$ cat config.mk
export PLATFORM = sky130hd
export DESIGN_NAME = sdr_req_arbiter_n
export DESIGN_NICKNAME = d
export VERILOG_FILES = /design/src/rtl/sdr_req_arbiter_n.sv
export SDC_FILE = /design/constraint.sdc
export NUM_CORES = 1
export LEC_CHECK = 0
export CORE_UTILIZATION = 47
export DETAILED_ROUTE_END_ITERATION = 10
export PLACE_DENSITY = 0.86
export SLEW_MARGIN = 10
export SYNTH_ARGS = -nofsm -noshare
export SYNTH_HDL_FRONTEND = slang
export SYNTH_SLANG_ARGS = --single-unit
export TNS_END_PERCENT = 30
$ cat constraint.sdc
create_clock -name clk -period 3.3 [get_ports clk]
set_input_delay 0.66 -clock clk [delete_from_list [all_inputs] [get_ports clk]]
set_output_delay 0.66 -clock clk [all_outputs]
set_load 0.02 [all_outputs]
$ cat src/rtl/sdr_req_arbiter_n.sv
// N-channel ROM read arbiter onto a single SDRAM read port.
// Latches one request per channel, grants by fixed or round-robin priority, and can abort stalled reads.
//
// state   | meaning
// --------+-----------------------------------------------------------
// ST_IDLE | no transaction outstanding; grant a pending slot if any
// ST_WAIT | sdr_req issued, waiting for sdr_rdy (or watchdog expiry)
`timescale 1ns/1ps
module sdr_req_arbiter_n #(
  parameter int CHANNELS = 4,
  parameter int AW       = 25,
  parameter int DW       = 16,
  parameter int RR_MODE  = 0,
  parameter int TIMEOUT  = 0
) (
  input  logic                   clk,
  input  logic                   reset,
  input  logic [CHANNELS-1:0]    rom_req,
  input  logic [CHANNELS*AW-1:0] rom_addr,
  output logic [DW-1:0]          rom_data,
  output logic [CHANNELS-1:0]    rom_rdy,
  output logic [CHANNELS-1:0]    overrun,
  output logic                   timeout,
  output logic                   busy,
  output logic [AW-1:0]          sdr_addr,
  output logic                   sdr_req,
  input  logic [DW-1:0]          sdr_data,
  input  logic                   sdr_rdy
);

  localparam int IW = (CHANNELS > 1) ? $clog2(CHANNELS) : 1;
  localparam int CW = (TIMEOUT > 0) ? $clog2(TIMEOUT + 1) : 1;

  localparam logic [0:0] ST_IDLE = 1'b0;
  localparam logic [0:0] ST_WAIT = 1'b1;

  logic [0:0]          state;
  logic [CHANNELS-1:0] req_d;
  logic [CHANNELS-1:0] pending;
  logic [CHANNELS-1:0] req_edge;
  logic [CHANNELS-1:0] gnt;
  logic [AW-1:0]       slot [CHANNELS];
  logic [IW-1:0]       owner;
  logic [IW-1:0]       last;
  logic [IW-1:0]       win;
  logic                any_pend;
  logic [CW-1:0]       wd_cnt;
  logic [CW-1:0]       wd_inc;

  assign req_edge = rom_req & ~req_d;
  assign any_pend = |pending;
  assign busy     = (state == ST_WAIT);
  assign wd_inc   = wd_cnt + CW'(1);

  // Loops run from the far end so the last hit is the highest-priority one.
  always_comb begin
    int idx;
    win = '0;
    idx = 0;
    if (RR_MODE != 0) begin
      for (int k = CHANNELS; k >= 1; k--) begin
        idx = (int'(last) + k) % CHANNELS;
        if (pending[IW'(idx)]) win = IW'(idx);
      end
    end else begin
      for (int i = CHANNELS - 1; i >= 0; i--) begin
        if (pending[i]) win = IW'(i);
      end
    end
  end

  always_comb begin
    gnt = '0;
    if (state == ST_IDLE && any_pend) gnt[win] = 1'b1;
  end

  // A slot only takes a new address when it is free or being granted this cycle.
  always_ff @(posedge clk) begin
    for (int i = 0; i < CHANNELS; i++) begin
      if (req_edge[i] && (!pending[i] || gnt[i])) slot[i] <= rom_addr[i*AW +: AW];
    end
  end

  always_ff @(posedge clk) begin
    if (reset) begin
      state    <= ST_IDLE;
      req_d    <= '0;
      pending  <= '0;
      owner    <= '0;
      last     <= IW'(CHANNELS - 1);
      wd_cnt   <= '0;
      rom_data <= '0;
      rom_rdy  <= '0;
      overrun  <= '0;
      timeout  <= 1'b0;
      sdr_addr <= '0;
      sdr_req  <= 1'b0;
    end else begin
      req_d   <= rom_req;
      sdr_req <= 1'b0;
      rom_rdy <= '0;
      timeout <= 1'b0;
      overrun <= req_edge & pending & ~gnt;
      pending <= (pending & ~gnt) | req_edge;
      case (state)
        ST_IDLE: begin
          if (any_pend) begin
            sdr_addr <= slot[win];
            sdr_req  <= 1'b1;
            owner    <= win;
            last     <= win;
            wd_cnt   <= '0;
            state    <= ST_WAIT;
          end
        end
        ST_WAIT: begin
          if (sdr_rdy) begin
            rom_data       <= sdr_data;
            rom_rdy[owner] <= 1'b1;
            state          <= ST_IDLE;
          end else if (TIMEOUT > 0) begin
            if (wd_inc == CW'(TIMEOUT)) begin
              rom_data       <= '1;
              rom_rdy[owner] <= 1'b1;
              timeout        <= 1'b1;
              state          <= ST_IDLE;
            end else begin
              wd_cnt <= wd_inc;
            end
          end
        end
        default: state <= ST_IDLE;
      endcase
    end
  end

endmodule

======== After elaboration in Yosys (flattened, before gate mapping) ========
Memory sizes are Yosys's and may differ from the RTL's. A register that Yosys moved wholly into a read port is not among the register bits.
Index checks and enable logic that the tools add are counted.
cells by class
  $lt $le $gt $ge ......................... 4
  multiplexer cells ....................... 20
  bitwise gates (word level) .............. 9
  reductions and logical operators ........ 20
operator list
  operator              count
  $and A4 B4 Y4         4
  $mux W1               12
  $mux W2               4
  $not A4 Y4            2
  $logic_and A1 B1 Y1   7
  $lt A2 B3 Y1 const B  2
  $demux W1 S2          2
  $ge A2 B1 Y1 const B  2
  $logic_not A1 Y1      4
  $logic_or A1 B1 Y1    4
  $mux W4               1
  $or A4 B4 Y4          1
  $reduce_and A2 Y1     2
  $reduce_or A4 Y1      1
  $reduce_or A3 Y1      1
  $not A1 Y1            2
  $pmux W1 S2           1
  $reduce_or A2 Y1      1
word-level totals
  bits in registers ....................... 36
  memory bits (writable) .................. 100
  word-level logic and storage cells ...... 62
  memories ................................ 1
memories
  memory  depth  bits a word  read ports  clocked after memory_dff  write ports  RTL line  source
  slot    4      25           1           1                         4            42        logic [AW-1:0] slot [CHANNELS];

======== Logic depth before layout (Yosys ltp) ========
  depth in word-level cells ............... 13
  gate-level depth with buffers ........... 6
  mapped depth without buffers ............ 3

======== Worst setup path before layout ========
Ideal clock, no wire load.
  path kind ............................... register to register
  start ................................... register pending[1]
  end ..................................... memory slot[3][0], enable pin
  setup time .............................. 0.410 ns
  arrival ................................. 2.288 ns
  required time ........................... 2.890 ns
  path slack .............................. 0.602 ns
  cell stages (with the launch flop) ...... 5
  path buffers ............................ 1
  cells stage by stage .................... dfxtp_1 > or2_2 > buf_4 > o31ai_1 > nor2b_1
RTL lines
  element                   RTL line  source
  start: declaration        39        logic [CHANNELS-1:0] pending;
  start signal: assignment  104       pending <= (pending & ~gnt) | req_edge;
  end: declaration          42

======== Worst setup path in the final report ========
  start ................................... register state, in the netlist busy
  end ..................................... output port busy
RTL lines
  element                   RTL line  source
  start: declaration        37        logic [0:0] state;
  start signal: assignment  86        state <= ST_IDLE;
  start signal: assignment  113       state <= ST_WAIT;
  start signal: assignment  120       state <= ST_IDLE;
  end: declaration          24        output logic busy,
No word-level cell between the ends.

==> results_dict.tcl <==
set metrics [dict create \
    outcome "complete, no violations" \
    yosysSeqAreaShare 0.693 \
    critPathMaxFanout 22 \
    synthCells 438 \
    rsz0062_at_grt "no" \
    synth.cell_area_um2 6100 \
    dr.pass1.iters 5 \
    ant_nets 0 \
    synthMuxAreaShare 0 \
    fin_ws_ns 0.604 \
    antenna_found_initial 0 \
    hold_buffers 0 \
    slew_headroom 0.212 \
    setup_viol 0 \
    hold_path_class "reg2reg" \
    cts_root_buf "clkbuf_16" \
    synth_area_leader_cell "edfxtp_1" \
    drv_slew 0 \
    die_y_um 116 \
    setup-tns-final_ns 0 \
    port_buffers 173 \
    cellInternalPower_mw 3.72 \
    crit_required_ns 2.64 \
    p_comb_frac 0.146 \
    fin_crit_sh 0.817 \
    yosysWarnings 0 \
    track_usage 0.240 \
    ctsResizeCount 0 \
    gp_congestion 0.794 \
    worst_pin_slew_ns 1.18 \
    hold_viol_final 0 \
    synthSimpleGateAreaFrac 0.105 \
    core_area_um2 12600 \
    synth_xor_area_frac 0 \
    whs_ns 0.437 \
    fin_nets 725 \
    p_sw_frac 0.237 \
    syn_nets 561 \
    htreeDepth 4 \
    routedWlPerCell_um 19.8 \
    die_w_um 116 \
    gr-total-overflow 0 \
    num_antenna_cells 0 \
    critPathLaunchType "flip-flop" \
    critPathSlowestCell "dfxtp_1" \
    critical-path-top-delay-family "flip-flops" \
    p_leak_nw 3.01 \
    layout-drive-gt1-share 0.137 \
    max_stage_delay_ns 0.87 \
    dp_hpwl_um 10500 \
    synthTopCellsByCount "edfxtp_1 (100), dfxtp_1 (61), a21oi_1 (56)" \
    syn_avg_cell_area_um2 13.9 \
    netlist.area_leader.share 0.492 \
    crit_type "reg2out" \
    cts_sinks 161 \
    synth_area_leaders "edfxtp_1 (49%), dfxtp_1 (20%), o41ai_2 (5.1%), a21oi_1 (4.6%), or3b_2 (3.4%)" \
    crit_chain "clkdlybuf4s50_1" \
    p_per_area_nw_per_um2 573 \
    clock_latency_ns 0.41 \
    rows 41 \
    io_pins 175 \
    timing.fmax_mhz 371 \
    areaGrowthSynthToFinish_pct 39.5 \
    postCtsSetupRepairBufs 0 \
    ys_types 32 \
    drv_cap 0 \
    final_core_util 0.674 \
    first_global_vias 4409 \
    initial_utilization 0.483 \
    path_buf_inv 1 \
    critPathArrivalTime_ns 2.04 \
    grt_pass1_wl_um 23200 \
    via_count 4296 \
    die_area_um2 13400 \
    viasPerCell 5.46 \
    pwr-share-clk 0.364 \
    clk_path_buf_depth 2 \
    synth_top_family_by_area "compound AO/OA/AOI/OAI gates" \
    min_period_ns 2.70 \
    clkTransAtPathRegs_ns 0.06 \
    synth_adder_area_share 0 \
    async_reset_ff_frac 0 \
    place_ws_ns 0.764 \
    yosysMostFrequentCell "edfxtp_1" \
    ys_ff_latch 161 \
    wl_um 15600 \
    cts_tree "built" \
    pwr-share-seq 0.490 \
    skew_ns 0.00740 \
    synth_compound_gate_area_share 0.168 \
    fillers 885 \
    grt_max_degree 32 \
    p_sw_mw 1.16 \
    synth_edf_count 100 \
    drc 0 \
    synth_flop_cell "edfxtp_1" \
    end_kind "output port" \
    vdd_ir_drop_max_mv 0.444 \
    cts_buffers 17 \
    drtIter0Drc 336 \
]
state kept, by name, summed over array words and instances, names as in the netlist:
| register | count |
|---|---|
| rom_data | 16 |
| overrun | 4 |
| pending | 4 |
| req_d | 4 |
| rom_rdy | 4 |
| slot | 100 |
| sdr_req | 1 |
| busy | 1 |
| owner | 2 |
| sdr_addr | 25 |
final timing paths:
check                           slack [ns]  depth (start not counted)        from          to
worst max register to register        0.80                          3  pending[0]  slot[2][7]
worst min register to register        0.44                          1    owner[0]  rom_rdy[0]
worst min-delay path                  0.44                          1    owner[0]  rom_rdy[0]
worst max-delay path                  0.60                          1        busy        busy
metal layers:
metal,up-vias,part of all wire,routed length [um],GRT usage
met5,-,0,0,0
met4,0,0.017,267,0.0872
met3,23,0.083,1300,0.0800
met2,247,0.50,7840,0.407
met1,2043,0.40,6170,0.284
li1,1983,-,-,-
power groups by stage:
stage	clock, mW	sequential, mW	combinational, mW
after floorplan	0	2.47	0.292
after CTS	1.81	2.39	0.716
after detailed placement	0	2.43	0.711
after global placement	0	2.42	0.685
final	1.77	2.39	0.713
after global routing	1.88	2.40	0.755
cell families (layout without fill, tap and decap cells):
group | count (synthesis) | in the layout
AOI/OAI and AO/OA | 131 | 131
other | 1 | 1
and+or+nand+nor | 101 | 101
DFF | 161 | 161
buffers and inverters | 44 | 221
metrics by stage:
stage	area [um2]	power [mW]	std cells
3_5_place_dp	7970	3.14	755
6_report	8510	4.88	787
5_1_grt	8510	5.03	787
2_1_floorplan	6100	2.76	438
3_3_place_gp	7970	3.11	755
4_1_cts	8510	4.91	787
layout make-up:
| cell class | count | area, um2 | share of cell area |
|---|---|---|---|
| Multi-Input combinational cell | 233 | 1710 | 0.201 |
| Sequential cell | 161 | 4230 | 0.497 |
| Clock buffer | 24 | 472 | 0.0554 |
| Clock inverter | 8 | 63.8 | 0.00750 |
| Inverter | 7 | 26.3 | 0.00309 |
| Timing Repair Buffer | 182 | 1800 | 0.211 |
| Tap cell | 172 | 215 | 0.0253 |
placed cells by master (no fill, tap or decap):
| cell type | n |
|---|---|
| clkdlybuf4s50_1 | 173 |
| clkbuf_16 | 17 |
| a21oi_1 | 55 |
| nor3_1 | 4 |
| o31ai_1 | 1 |
| dfxtp_1 | 60 |
| clkbuf_1 | 5 |
| a221oi_1 | 2 |
| buf_4 | 9 |
| nand2_1 | 1 |
| inv_1 | 5 |
| nor3b_1 | 2 |
| bufinv_16 | 1 |
| clkinvlp_4 | 1 |
| or3_1 | 1 |
| o211ai_1 | 25 |
| nor4_4 | 1 |
| or3b_1 | 1 |
| a22o_1 | 16 |
| nor2b_1 | 4 |
| o41ai_1 | 6 |
| edfxtp_1 | 100 |
| or3_2 | 1 |
| nor2_1 | 25 |
| or2_2 | 1 |
| or3b_2 | 24 |
| clkinv_2 | 3 |
| nor2b_4 | 3 |
| conb_1 | 1 |
| o21ai_0 | 5 |
| dfxtp_2 | 1 |
| a21boi_0 | 1 |
| nand2b_1 | 30 |
| clkinv_1 | 5 |
| o41ai_2 | 19 |
| a21oi_4 | 1 |
| clkbuf_8 | 2 |
| and3_1 | 3 |
Power figures use the tool's default switching activity.
